<file path="src/rtl/xup_debounce_vector.sv">
// Per-bit switch/button conditioner: 2-flop synchroniser, stability counter and
// registered rise/fall pulses for each of SIZE independent inputs.
module xup_debounce_vector #(
  parameter int unsigned SIZE      = 4,
  parameter int unsigned CNT_MAX   = 16,
  parameter int unsigned CNT_WIDTH = 5
) (
  input  logic            clk,
  input  logic            reset,
  input  logic            tick,
  input  logic [SIZE-1:0] a,
  output logic [SIZE-1:0] y,
  output logic [SIZE-1:0] rise,
  output logic [SIZE-1:0] fall
);

  localparam logic [CNT_WIDTH-1:0] CntLast = CNT_WIDTH'(CNT_MAX - 1);
  localparam logic [CNT_WIDTH-1:0] CntOne  = CNT_WIDTH'(1);

  logic [SIZE-1:0]      s1_q, s2_q;
  logic [SIZE-1:0]      y_q, y_d;
  logic [SIZE-1:0]      rise_q, rise_d;
  logic [SIZE-1:0]      fall_q, fall_d;
  logic [CNT_WIDTH-1:0] cnt_q [SIZE];
  logic [CNT_WIDTH-1:0] cnt_d [SIZE];

  // A bit counts only while its synchronised input disagrees with its output;
  // agreement clears the counter so a reverted glitch leaves nothing behind.
  always_comb begin
    y_d    = y_q;
    rise_d = '0;
    fall_d = '0;
    cnt_d  = cnt_q;
    for (int i = 0; i < int'(SIZE); i++) begin
      if (s2_q[i] == y_q[i]) begin
        cnt_d[i] = '0;
      end else if (tick) begin
        if (cnt_q[i] == CntLast) begin
          y_d[i]    = s2_q[i];
          rise_d[i] = s2_q[i];
          fall_d[i] = ~s2_q[i];
          cnt_d[i]  = '0;
        end else begin
          cnt_d[i] = cnt_q[i] + CntOne;
        end
      end
    end
  end

  always_ff @(posedge clk or posedge reset) begin
    if (reset) begin
      s1_q   <= '0;
      s2_q   <= '0;
      y_q    <= '0;
      rise_q <= '0;
      fall_q <= '0;
      cnt_q  <= '{default: '0};
    end else begin
      s1_q   <= a;
      s2_q   <= s1_q;
      y_q    <= y_d;
      rise_q <= rise_d;
      fall_q <= fall_d;
      cnt_q  <= cnt_d;
    end
  end

  assign y    = y_q;
  assign rise = rise_q;
  assign fall = fall_q;

endmodule

</file>
<file path="config.mk">
export PLATFORM = sky130hd
export DESIGN_NAME = xup_debounce_vector
export DESIGN_NICKNAME = d
export VERILOG_FILES = /design/src/rtl/xup_debounce_vector.sv
export SDC_FILE = /design/constraint.sdc
export NUM_CORES = 1
export LEC_CHECK = 0
export ABC_AREA = 1
export CAP_MARGIN = 20
export CORE_MARGIN = 2
export CORE_UTILIZATION = 50
export CTS_CLUSTER_SIZE = 16
export DETAILED_ROUTE_END_ITERATION = 12
export GPL_ROUTABILITY_DRIVEN = 0
export PLACE_DENSITY = 0.7
export SLEW_MARGIN = 20
export SYNTH_ARGS = -nofsm -noshare
export SYNTH_HDL_FRONTEND = slang
export SYNTH_SLANG_ARGS = --single-unit
export TNS_END_PERCENT = 20
</file>
<file path="constraint.sdc">
create_clock -name clk -period 1.6 [get_ports clk]
set_input_delay 0.32 -clock clk [delete_from_list [all_inputs] [get_ports clk]]
set_output_delay 0.32 -clock clk [all_outputs]
set_load 0.01 [all_outputs]
</file>
==> impl_metrics.csv <==
group,metric,value,unit
drt,drtPass1Iterations,4,
layout,layout.cells.non_filler,292,
synth,synth_warnings,0,
die,start_util,51.5,%
placed_design,dp_hpwl,2120,um
worst_hold_path,worstHoldStart,"s1_q[2]$_DFF_PP0_",
critical_path,cp_top_family,"buffers and inverters",
grt,grt_pass1_vias,1293,
critical_path,rrSetupSlack,0.40,ns
critical_path,cp.arrival,1.19,ns
worst_hold_path,min_path_type,"reg -> reg",
sta,finalHoldViolCount,0,
sta,post-route-min-period,1.51,ns
drt,wl,3020,um
synth,synth-seq-cells,40,
drt,drt_iter0_drc,83,
critical_path,required,1.28,ns
synth,synth_nets,227,
layout,drive_above_1_share,16.4,%
die,chipWidth,65.2,um
synth,async_reset_ff_share,100,%
grt,gr-total-overflow,0,
synth,yosysMostFrequentCell,"nand2_1",
sta,max_freq,664,MHz
sta,fin_ws,0.0939,ns
sta,slew_headroom,86.0,%
synth,synth_area_leaders,"dfrtp_1, nand2_1, inv_1",
critical_path,r2r-end,"y[3]$_DFFE_PP0P_",
sta,rsz0062_at_grt,"no",
synth,synth.distinct_cells,20,
sta,tightest_slew,0.210,ns
placed_design,post-place-ws,0.136,ns
synth,synth_edf_count,0,
critical_path,cp_max_fo,2,
clock_network,htree_levels,2,
drt,vias,1418,
die,die-area,4250,um^2
clock_network,cts_tree,"done",
clock_network,clkSinkCount,40,
die,die_y,65.2,um
layout,diodes,0,
critical_path,crit_chain,"clkdlybuf4s50_1",
sta,worst_clock_skew,0.00378,ns
clock_network,clkTransAtPathRegs,0.07,ns
critical_path,crit_type,"reg -> out",
layout,final_util,61.6,%
drt,post_drt_wl_per_cell,10.3,um
critical_path,max_stage_delay,0.54,ns
outcome,status,"complete, no violations",
synth,synth_commonest_cells,"nand2_1, dfrtp_1, inv_1",
clock_network,numCtsBuffers,5,
placed_design,portBuffers,18,
critical_path,r2r_cells,6,
sta,setup_viol,0,
synth,ys_seq_area_share,53.4,%
placed_design,placed_cells,281,
worst_hold_path,whs_path_depth,0,
grt,antenna_found_initial,0,
drt,drc,0,
clock_network,clock_path_buffers,2,
grt,grt_usage,16.4,%
die,design.core.area,3630,um^2
clock_network,clock_latency,0.29,ns
pwr,p_leak,1.17,nW
grt,grt_pass1_wl,5340,um
sta,period_share,94.1,%
critical_path,cp-start-kind,"flop",
pwr,irDropWorstVdd,0.648,mV
critical_path,cp_slowest_cell,"clkdlybuf4s50_1",
synth,synthFlopType,"dfrtp_1",
die,io_pins,19,
critical_path,r2r-start,"cnt_q[0]$_DFFE_PP0P_",
synth,synth_top_area_share,53.4,%
synth,synth.avg_cell_area,8.67,um^2
sta,final_max_slew_viol_count,0,
job,cap_viol_max_count,0,
critical_path,crit_buf_inv,1,
synth,syn-cell-area,1870,um^2
clock_network,cts_root_buffer,"clkbuf_8",
synth,syn_inst,216,
sta,setup_tns,0,ns
die,rows,22,
worst_hold_path,hold-path-endpoint,"s2_q[2]$_DFF_PP0_",
drt,via_per_inst,4.86,
grt,grt_max_degree,41,
drt,drtAntennaViolNets,0,
layout,syn2layout_area_growth,19.4,%
critical_path,crit_path_end_kind,"output pin",
pwr,p_per_area,844,nW/um^2
synth,synth.largest_area_cell,"dfrtp_1",
layout,nNetsFinal,254,
==> cells in the final DEF, fill, tap and decap left out, drive strengths merged <==
cell type      instances
nand3                 17
inv                   25
nand2                 87
clkbuf                 6
clkdlybuf4s50         15
dlymetal6s2s           3
ha                     4
nand4                  8
clkinv                 2
o21ai                  4
a21oi                  4
dfrtp                 40
buf                    5
nor2                  24
==> stage by stage <==
| stage | hold WS (ns) | total power [W] | instance area (um^2) |
|---|---|---|---|
| after floorplan | 0.331 | 0.00118 | 1870 |
| after global placement | 0.332 | 0.00122 | 2110 |
| after detailed placement | 0.336 | 0.00122 | 2110 |
| after CTS | 0.354 | 0.00192 | 2210 |
| after global routing | 0.359 | 0.00198 | 2240 |
| final | 0.349 | 0.00189 | 2240 |
==> metal layers <==
layer	vias up	GRT usage (%)	wire length (um)
li1	724	-	-
met1	671	19.6	1430
met2	19	27.6	1430
met3	4	5.65	122
met4	0	5.47	33
met5	-	0	0
==> flip-flops by register name, summed over array words and instances (netlist names) <==
signal and count:
rise 4, fall 4, y 4, s1_q 4, cnt_q 20, s2_q 4
==> timing repair <==
action / in CTS / in global routing
buffers inserted: 1 / 2
resized for setup: 0 / 3
hold buffers: 0 / 0
endpoints found under the setup margin: 1 / 3
==> logic make-up (layout without fill, tap and decap cells) <==
kind of cell / Yosys count / count (layout) / synth area share, %
flip-flops: 40 / 40 / 53.4
AO/OA/AOI/OAI: 8 / 8 / 2.14
adder cells (fa/ha/maj): 4 / 4 / 2.67
buffers and inverters: 28 / 56 / 7.08
AND/OR/NAND/NOR: 136 / 136 / 34.7
==> cell type report <==
type / count / area, um^2
fillers: 333 / 1400
clock inverters: 2 / 10.0
repair buffers: 23 / 250
multi-input cells: 148 / 739
flip-flops and latches: 40 / 1000
clock buffers: 6 / 82.6
inverters: 25 / 93.8
well taps: 48 / 60.1
==> worst max path at each step <==
stage	from	end	slack [ns]	cells after the start
after CTS	y[1]$_DFFE_PP0P_	y[1]	0.0007	1
final	y[3]$_DFFE_PP0P_	y[3]	0.09	1
after detailed placement	tick	cnt_q[5]$_DFFE_PP0P_	0.14	6
after floorplan	reset	cnt_q[0]$_DFFE_PP0P_	0.36	1
after global placement	tick	cnt_q[3]$_DFFE_PP0P_	0.16	6
after global routing	y[3]$_DFFE_PP0P_	y[3]	0.06	1
==> power breakdown <==
group          total [W]  switching (W)  leakage [nW]  internal [W]
Clock           0.000692       0.000348        0.0510      0.000344
Sequential       0.00107      0.0000285         0.535       0.00104
Combinational   0.000130      0.0000782         0.589     0.0000519
No activity file was read; power rests on OpenSTA's default activity.
==> RTL edit (same flow settings) <==
Register the output `fall` once more, with the module's reset; this adds one clock of latency there. The other outputs are not delayed to match. Comments in the files are not updated.
--- a/src/rtl/xup_debounce_vector.sv
+++ b/src/rtl/xup_debounce_vector.sv
@@ -68,5 +68,11 @@
   assign y    = y_q;
   assign rise = rise_q;
-  assign fall = fall_q;
+  always_ff @(posedge clk or posedge reset) begin
+    if (reset) begin
+      fall <= '0;
+    end else begin
+      fall <= fall_q;
+    end
+  end
 
 endmodule
Behaviour: same outputs for any inputs over 10 cycles, from zero or initial values and one cycle with reset high; that may be too few to reach the edited logic, so the function may still have changed.
==> RTL edit against the unedited design <==
Wire length grew 1.3%; design area is 0.22% higher; register-to-register slack worse by 0.07 ns; sequential cell count grew 4; first-iteration DRC count is 2.4% higher; non-clock buffer count down 1; power is 6.2% higher; fmax down 0.64%; sequential share of layout area grew 4.4 points; area after synthesis decreased by 0.53%; worst setup slack worse by 0.0097 ns; clock power increased by 3.8%; count of clock-buffer cells in the layout increased by 1; core utilization increased by 0.14 points; highest routed layer unchanged.
==> RTL edit: results (changes against the unedited design) <==
run_status:
  status: "finished, final reports clean"  # unchanged
drt:
  vias: 1448  # was 1,418
  firstDrtPassIters: 4  # unchanged
  first_iter_violations: 85  # was 83
  wl_per_cell_um: 10.43  # was 10.33 um
synth:
  synth_commonest_cells: "nand2_1, dfrtp_1, inv_1"  # unchanged
  seq_area_frac_synth_pct: 59.10  # was 53.44%
  synth_area_leaders: "dfrtp_1, nand2_1, inv_1"  # unchanged
  ys_types: 17  # was 20
  ys_async_sr_fraction_pct: 100.0  # unchanged
  synthFlopType: "dfrtp_1"  # unchanged
  syn_nets: 228  # was 227
  yosysWarnings: 0  # unchanged
critical_path:
  r2r-start: "cnt_q[10]$_DFFE_PP0P_"  # was cnt_q[0]$_DFFE_PP0P_
  critical-path-top-delay-family: "buffers and inverters"  # unchanged
  worstPathArrival_ns: 1.20
  crit_path_start: "y[3]$_DFFE_PP0P_"  # unchanged
  cp_max_fo: 2  # unchanged
  critPathMaxStageDelay_ns: 0.54  # about the same
  crit_path_top_delay_cell: "clkdlybuf4s50_1"  # unchanged
layout:
  layout.nets: 255  # was 254
  regMostFlops: "cnt_q"  # unchanged
  antennaDiodeCount: 0  # unchanged
  largest_reg_flops: 20  # unchanged
  drive_above_1_share_pct: 6.531  # was 16.39%
grt:
  grt_usage_pct: 17.72  # was 16.37%
  grt_pass1_wl_mm: 5.713  # was 5.340 mm
  grt_start_max_net_pins: 38  # was 41
  antenna_found_initial: 0  # unchanged
sta:
  finalClockSkew_ns: 0.004528  # was 0.003783 ns
  tightestPinTransition_ns: 0.3079  # was 0.2096 ns
clock_network:
  cts-root-buf: "clkbuf_8"  # unchanged
  cts_buffer_depth: 2  # unchanged
  htreeDepth: 2  # unchanged
  cts_inserted_buffers: 5  # unchanged
  clk_pin_slew_ns: 0.08
  clock_latency_ns: 0.29  # about the same
placement:
  port_buffers: 18  # unchanged
  dp_hpwl_mm: 2.136  # was 2.121 mm
  preCtsSetupSlack_ns: 0.1570  # was 0.1357 ns
power_and_ir_drop:
  power.leakage_nw: 1.194  # was 1.175 nW
  peakVddDrop_v: 0.0006477  # was 0.0006475 V
worst_hold_path:
  min_path_type: "in2async"  # was reg2reg
[RTL edit: power by group]
| part | switching, mW | total [mW] | internal (mW) |
|---|---|---|---|
| Clock | 0.367 | 0.718 | 0.351 |
| Combinational | 0.0715 | 0.119 | 0.0476 |
| Sequential | 0.0291 | 1.17 | 1.14 |
| Total | 0.467 | 2.00 | 1.54 |
[RTL edit: logic make-up (layout without fill, tap and decap cells)]
family                   Yosys count  count (layout)  synth area share (%)
AO/OA/AOI/OAI                      7               7                 1.880
AND/OR/NAND/NOR                  134             134                 29.95
adder cells (fa/ha/maj)            4               4                 2.686
buffers and inverters             27              55                 5.910
XOR/XNOR                           1               1                0.4702
flip-flops                        44              44                 59.10
[RTL edit: worst register-to-register path: cells and delay by family (launching register included)]
kind          cells  cell delay (ns)
simple gates      5             0.52
flops             1             0.43
fa+ha+maj         1             0.22
[RTL edit: through the flow]
stage	hold slack [ns]	utilization, %	area [um^2]	std cells
floorplan	0.3312	-	1863	217
global placement	0.3320	58.54	2127	283
detailed placement	0.3364	58.54	2127	283
CTS	0.2346	61.33	2228	292
global route	0.2440	61.71	2242	293
finish	0.2341	61.71	2242	293
[RTL edit: layer usage]
layer	GRT usage (%)	part of all wire (%)
met5	0	0
met4	6.250	1.1
met3	7.118	6.0
met2	28.48	47
met1	21.67	46
[RTL edit: what timing repair did]
action / CTS / global route
setup endpoints to repair: 1 / 3
buffers inserted: 1 / 1
hold buffers: 0 / 0
resized for setup: 0 / 3
[RTL edit: layout make-up]
class | count | area, um^2
multi-input combinational | 146 | 651.9
tap | 48 | 60.06
inverter | 25 | 93.84
sequential | 44 | 1102
timing repair buffer | 22 | 240.2
fill | 331 | 1391
clock inverter | 1 | 7.507
clock buffer | 7 | 86.33
[RTL edit: path summary, 6_finish.rpt]
kind                                endpoint  slack (ns)  depth (start not counted)
setup / recovery                        y[3]        0.08                          1
setup reg to reg            y[1]$_DFFE_PP0P_        0.33                          6
hold / removal             rise[3]$_DFF_PP0_        0.23                          2
min in group clk           s2_q[1]$_DFF_PP0_        0.35                          0
max in group asynchronous   y[0]$_DFFE_PP0P_        0.90                          3
hold reg to reg            s2_q[1]$_DFF_PP0_        0.35                          0
